`src/rtl/deser_pkg.sv`:
```
// Shared types and helpers for the packed-array deserialiser.
package deser_pkg;

  typedef enum logic {
    LSB_FIRST = 1'b0,
    MSB_FIRST = 1'b1
  } order_e;

  // Bit offset inside the assembled word where beat k lands.
  function automatic int beat_lsb(input int k, input int beats, input int w_lane, input int msb_first);
    return (msb_first != 0) ? (beats - 1 - k) * w_lane : k * w_lane;
  endfunction

endpackage

```
`src/rtl/deser_word_if.sv`:
```
// Holds the partially assembled word as a packed array shared by reference.
interface deser_word_if #(
  parameter int W_WORD = 8
);
  logic [W_WORD-1:0] word;
endinterface

```
`src/rtl/deser_out_reg.sv`:
```
// Single-entry output holding register: loads completed words, drains on i_ready.
module deser_out_reg #(
  parameter int W_WORD = 8
) (
  input  logic              i_clk,
  input  logic              i_rst,
  input  logic              i_load,
  input  logic [W_WORD-1:0] i_word,
  input  logic              i_ready,
  output logic              o_valid,
  output logic [W_WORD-1:0] o_a,
  output logic              full_next_blocked
);

  logic              valid_reg;
  logic [W_WORD-1:0] word_reg;

  // A load in the same cycle as a drain keeps valid high with the new word.
  always_ff @(posedge i_clk) begin
    if (i_rst) begin
      valid_reg <= 1'b0;
      word_reg  <= '0;
    end else if (i_load) begin
      valid_reg <= 1'b1;
      word_reg  <= i_word;
    end else if (valid_reg && i_ready) begin
      valid_reg <= 1'b0;
    end
  end

  assign o_valid           = valid_reg;
  assign o_a               = word_reg;
  assign full_next_blocked = valid_reg && !i_ready;

endmodule

```
`src/rtl/deser_packed_if.sv`:
```
// Serial-to-parallel deserialiser: W_LANE-bit beats into W_WORD-bit words
// assembled in an interface-held packed array, emitted on a valid/ready port.
module deser_packed_if #(
  parameter int W_WORD = 8,
  parameter int W_LANE = 1,
  parameter int MSB_FIRST = 0,
  localparam int BEATS = W_WORD / W_LANE,
  localparam int W_IDX = (BEATS > 1) ? $clog2(BEATS) : 1
) (
  input  logic              i_clk,
  input  logic              i_rst,
  input  logic              i_valid,
  input  logic [W_LANE-1:0] i_a,
  output logic              o_ready,
  input  logic              i_flush,
  output logic              o_valid,
  output logic [W_WORD-1:0] o_a,
  input  logic              i_ready,
  output logic [W_IDX-1:0]  o_idx
);
  import deser_pkg::*;

  localparam order_e ORDER = (MSB_FIRST == 1) ? deser_pkg::MSB_FIRST : LSB_FIRST;
  localparam int ORDER_MSB = (ORDER == deser_pkg::MSB_FIRST) ? 1 : 0;
  localparam logic [W_IDX-1:0] LAST_IDX = W_IDX'(BEATS - 1);

  generate
    if (W_LANE < 1 || W_LANE > W_WORD) begin : g_bad_lane
      $error("deser_packed_if: W_LANE must be in 1..W_WORD");
    end
    if ((W_WORD % W_LANE) != 0) begin : g_bad_ratio
      $error("deser_packed_if: W_WORD must be a multiple of W_LANE");
    end
    if (MSB_FIRST != 0 && MSB_FIRST != 1) begin : g_bad_order
      $error("deser_packed_if: MSB_FIRST must be 0 or 1");
    end
  endgenerate

  deser_word_if #(.W_WORD(W_WORD)) acc_if ();

  logic [W_IDX-1:0]  idx_reg;
  logic [W_WORD-1:0] word_merged;
  logic              full_next_blocked;
  logic              last_beat;
  logic              accept;
  logic              word_done;

  // Only the completing beat has to wait for the output register to free up.
  assign last_beat = (idx_reg == LAST_IDX);
  assign o_ready   = !(last_beat && full_next_blocked);
  assign accept    = i_valid && o_ready && !i_flush;
  assign word_done = accept && last_beat;
  assign o_idx     = idx_reg;

  generate
    for (genvar gi = 0; gi < BEATS; gi++) begin : g_slot
      localparam int SLOT_LSB = beat_lsb(gi, BEATS, W_LANE, ORDER_MSB);
      assign word_merged[SLOT_LSB +: W_LANE] =
        (accept && (idx_reg == W_IDX'(gi))) ? i_a : acc_if.word[SLOT_LSB +: W_LANE];
    end
  endgenerate

  // Accumulator is cleared on completion so unwritten slots of the next word read as zero.
  always_ff @(posedge i_clk) begin
    if (i_rst) begin
      idx_reg     <= '0;
      acc_if.word <= '0;
    end else if (i_flush) begin
      idx_reg     <= '0;
      acc_if.word <= '0;
    end else if (accept) begin
      idx_reg     <= last_beat ? '0 : idx_reg + W_IDX'(1);
      acc_if.word <= last_beat ? '0 : word_merged;
    end
  end

  deser_out_reg #(.W_WORD(W_WORD)) u_out (
    .i_clk             (i_clk),
    .i_rst             (i_rst),
    .i_load            (word_done),
    .i_word            (word_merged),
    .i_ready           (i_ready),
    .o_valid           (o_valid),
    .o_a               (o_a),
    .full_next_blocked (full_next_blocked)
  );

endmodule

```
`config.mk`:
```
export PLATFORM = sky130hd
export DESIGN_NAME = deser_packed_if
export DESIGN_NICKNAME = d
export VERILOG_FILES = /design/src/rtl/deser_pkg.sv /design/src/rtl/deser_word_if.sv /design/src/rtl/deser_out_reg.sv /design/src/rtl/deser_packed_if.sv
export SDC_FILE = /design/constraint.sdc
export NUM_CORES = 1
export LEC_CHECK = 0
export BUFFER_PORTS_ARGS = -buffer_cell sky130_fd_sc_hd__buf_2
export CAP_MARGIN = 20
export CORE_AREA = 5 5 50 52
export DETAILED_ROUTE_END_ITERATION = 8
export DIE_AREA = 0 0 55 57
export PLACE_DENSITY_LB_ADDON = 0.05
export SLEW_MARGIN = 20
export SYNTH_ARGS = -nofsm -noshare
export SYNTH_HDL_FRONTEND = slang
export SYNTH_HIERARCHICAL = 1
export SYNTH_SLANG_ARGS = --single-unit
```
`constraint.sdc`:
```
create_clock -name i_clk -period 2.9 [get_ports i_clk]
set_input_delay 0.145 -clock i_clk [delete_from_list [all_inputs] [get_ports i_clk]]
set_output_delay 0.145 -clock i_clk [all_outputs]
set_load 0.005 [all_outputs]
```
==> results list <==
- Initial antenna violation count: 0
- RSZ-0062 raised after global routing: false
* Reg power frac: 63.6%
* Switching pwr: 100 µW
- First-pass GRT wire length: 3810 µm
* Final routed wirelength across all metal layers: 2230 µm
* Highest Clock Rate: 490 MHz
- TritonCTS built the clock tree.
- Setup slack of the most critical reg-to-reg path: 860 ps
- The tightest hold path in the finished design has a slack of 170 ps.
- Number of hold violations in the final report: 0
- The number of clock buffers added by TritonCTS is 3.
- Number of enable flip-flop cells after synthesis: 0
- Leaving out fill and tap cells, the most frequent cell in the layout is sky130_fd_sc_hd__dfxtp_1.
- Total negative setup slack: 0 ps
- For this block, wires on met1 add up to 1050 µm.
- Worst Setup End Kind: flop
- Worst Tran Pin Value: 597 ps
- Max clock buf depth: 2
- Worst IR Drop VDD: 284 µV
- The post-route netlist has 25.2% of its cells at a drive strength greater than 1.
* Count of mapped cells out of synthesis: 110
- For this run, the post-layout net count is 141.
* Via/cell ratio: 5.39
* Post-CTS Resized: 0
* Die area: 3140 µm²
- Tot GR Track Use: 16.4%
- Cell depth of the worst min-delay path: 2
- After clock tree synthesis, the clock-pin slew on the worst setup and hold paths is 100 ps.
- Metal2 WL: 1050 µm
- The initialized floorplan defines 17 standard-cell rows.
- After detailed routing, the met3 layer carries 106 µm of wire.
- The number of nets in the synthesized netlist is 122.
- Hold buffers post-CTS: 0
- The critical path is of the flop to flop type.
- Sequential cells were found to cover 36.7% of the synthesized design area.
- Final antenna-violating net count: 0
- Final-report max-slew violation count: 0
- During placement, the flow inserted port buffers numbering 18.
- In this run the tightest slew margin relative to its limit is 60.0%.
- At the worst endpoint, the arrival time is 2230 ps.
* Vias in the first global route: 841
* Top Metal Used: met4
- Cell Int Power: 336 µW
* Clock insertion delay at the later pin of the skew report: 290 ps
- After floorplanning, the core was sized to cover 2060 µm².
- Post-Synthesis Mean Instance Area: 9.91 µm²
- The worst hold path begins at i_rst.
- Number of sinks driven by the clock tree: 20
- In the routed design, unresolved DRC markers number 0.
- GRT Residual Overflow: 0
- Critical path peak fanout: 11
- The routed design could run at a clock period as short as 2040 ps.
- Tcrit/Tclk final: 70.4%
- Area delta synth->final: 10.9%
* Number of warnings printed during yosys synthesis: 6
- In this run the critical register-to-register path is captured at u_out/o_a[7]$_SDFFE_PP0P_.
* Number of iterations in the first detailed-routing pass: 4
- Across the routed clock network, the largest skew measured is 1.49 ps.
- Top-level port count: 19
* FF-to-FF Start: o_idx[2]$_SDFFE_PP0P_
* Iteration-0 DRC count of the detailed router: 10
- DPL Wire Length: 1690 µm
- The number of antenna diodes in the final layout is 0.
- Switching Fraction: 23.0%
- In this run the power density over the cells is 361 nW/µm².
- Most frequent cells in the layout: sky130_fd_sc_hd__dfxtp_1 (20), sky130_fd_sc_hd__buf_2 (18), sky130_fd_sc_hd__mux2_1 (11), sky130_fd_sc_hd__nor2_1 (11), sky130_fd_sc_hd__mux2i_1 (10)
* Final core occ: 58.6%
- The finished cells cover 1210 µm².
- H-tree depth: 1
- Post-synthesis cell area: 1090 µm²
- Entering global routing, the biggest net connects 13 pins.
- Type of the worst min-delay path: primary input to flop
- Counting cells, the worst reg-to-reg path comes to 6.
* Setup violation total in the final timing report: 0
* Outcome: finished, final reports clean
* Post-CTS Setup Bufs: 0
* Data required, critical path: 3090 ps
- Total via count after detailed routing: 836
- Max-cap viol count: 0
* Gpl congestion: 0.832
* Startpoint types: flop
* Flops & latches, synth: 20
* Post-placement cell area: 1190 µm²
- The floorplan step set the die width to 55 µm.
* Effective utilization at floorplan: 52.8%
- The floorplan step set the die height to 57 µm.
- Dividing the detail-routed wire length by the instance count gives 14.4 µm.
- Root buffer cell: sky130_fd_sc_hd__clkbuf_4
- In this run, the clock network consumes 29.1% of the power.
* Comb power frac: 7.3%
* Yosys cell types: 29
* Crit. Startpoint: o_idx[2]$_SDFFE_PP0P_
- After synthesis, the share of flip-flops with an asynchronous set or reset is 0%.
- Overall power after layout: 437 µW
* Main synth FF type: sky130_fd_sc_hd__dfxtp_1
- The path with the worst hold slack has its endpoint at u_out/o_a[2]$_SDFFE_PP0P_.
- Summed over all cells, the static leakage comes to 0.000532 µW.
-- final cells by class --
cell class	instances	area, µm²
clock buffer	3	22.5
fill	204	855
inverter	4	17.5
multi-input combinational	81	636
sequential	20	400
tap	28	35.0
timing repair buffer	19	97.6
-- cell families (layout without fill, tap and decap cells) --
logic type               after synthesis  in the layout  synth area share, %
multiplexers                          22             22                 21.9
adder cells (fa/ha/maj)                6              6                 6.89
AO/OA/AOI/OAI                          9              9                 5.28
flip-flops                            20             20                 36.7
buffers and inverters                  9             26                 4.94
AND/OR/NAND/NOR                       44             44                 24.2
-- power by group through the flow --
stage / clock (µW) / sequential [µW] / combinational [µW]
floorplan: 0 / 283 / 22.4
global placement: 0 / 284 / 32.3
detailed placement: 0 / 284 / 31.9
CTS: 133 / 278 / 32.1
global route: 149 / 278 / 35.2
finish: 127 / 278 / 32.0
-- synthesized netlist by cell type (2+ instances only) --
| master | instances | area (µm²) |
|---|---|---|
| sky130_fd_sc_hd__dfxtp_1 | 20 | 400 |
| sky130_fd_sc_hd__mux2_1 | 11 | 124 |
| sky130_fd_sc_hd__nor2_1 | 11 | 41.3 |
| sky130_fd_sc_hd__mux2i_1 | 10 | 100 |
| sky130_fd_sc_hd__nand3_1 | 7 | 35.0 |
| sky130_fd_sc_hd__ha_1 | 6 | 75.1 |
| sky130_fd_sc_hd__nand2_1 | 6 | 22.5 |
| sky130_fd_sc_hd__and3_1 | 5 | 31.3 |
| sky130_fd_sc_hd__a21oi_1 | 3 | 15.0 |
| sky130_fd_sc_hd__inv_1 | 3 | 11.3 |
| sky130_fd_sc_hd__nand4_1 | 3 | 18.8 |
| sky130_fd_sc_hd__o21ai_0 | 3 | 15.0 |
| sky130_fd_sc_hd__and4_4 | 2 | 22.5 |
| sky130_fd_sc_hd__buf_2 | 2 | 10.0 |
| sky130_fd_sc_hd__buf_6 | 2 | 22.5 |
| sky130_fd_sc_hd__nor2b_1 | 2 | 12.5 |
| sky130_fd_sc_hd__nor4b_2 | 2 | 30.0 |
-- how the worst max path moves through the flow --
stage	endpoint	slack (ps)	cells past startpoint
6_report	u_out/o_a[7]$_SDFFE_PP0P_	860	6
5_1_grt	u_out/o_a[7]$_SDFFE_PP0P_	710	7
4_1_cts	u_out/o_a[7]$_SDFFE_PP0P_	880	6
3_5_place_dp	u_out/o_a[7]$_SDFFE_PP0P_	900	6
2_1_floorplan	u_out/o_a[0]$_SDFFE_PP0P_	1040	8
3_3_place_gp	u_out/o_a[7]$_SDFFE_PP0P_	900	6
-- worst max-delay path, stage by stage, from the launching register on --
cell	delay, ps
sky130_fd_sc_hd__dfxtp_1	560
sky130_fd_sc_hd__ha_1	340
sky130_fd_sc_hd__nand3b_1	280
sky130_fd_sc_hd__nor2_1	230
sky130_fd_sc_hd__mux2_1	340
sky130_fd_sc_hd__mux2i_1	130
sky130_fd_sc_hd__nor2_1	50
-- per-stage QoR --
stage | instances | worst slack [ps]
after floorplan | 110 | 1040
after global placement | 152 | 900
after detailed placement | 152 | 895
after CTS | 155 | 877
after global routing | 155 | 707
final | 155 | 860
-- metal layers --
| metal | vias up | track usage [%] |
|---|---|---|
| met1 | 390 | 22.0 |
| met4 | 0 | 6.25 |
| met2 | 16 | 25.0 |
| met3 | 4 | 4.18 |
| li1 | 426 | - |
| met5 | - | 0 |
No activity file was read; power rests on OpenSTA's default activity.
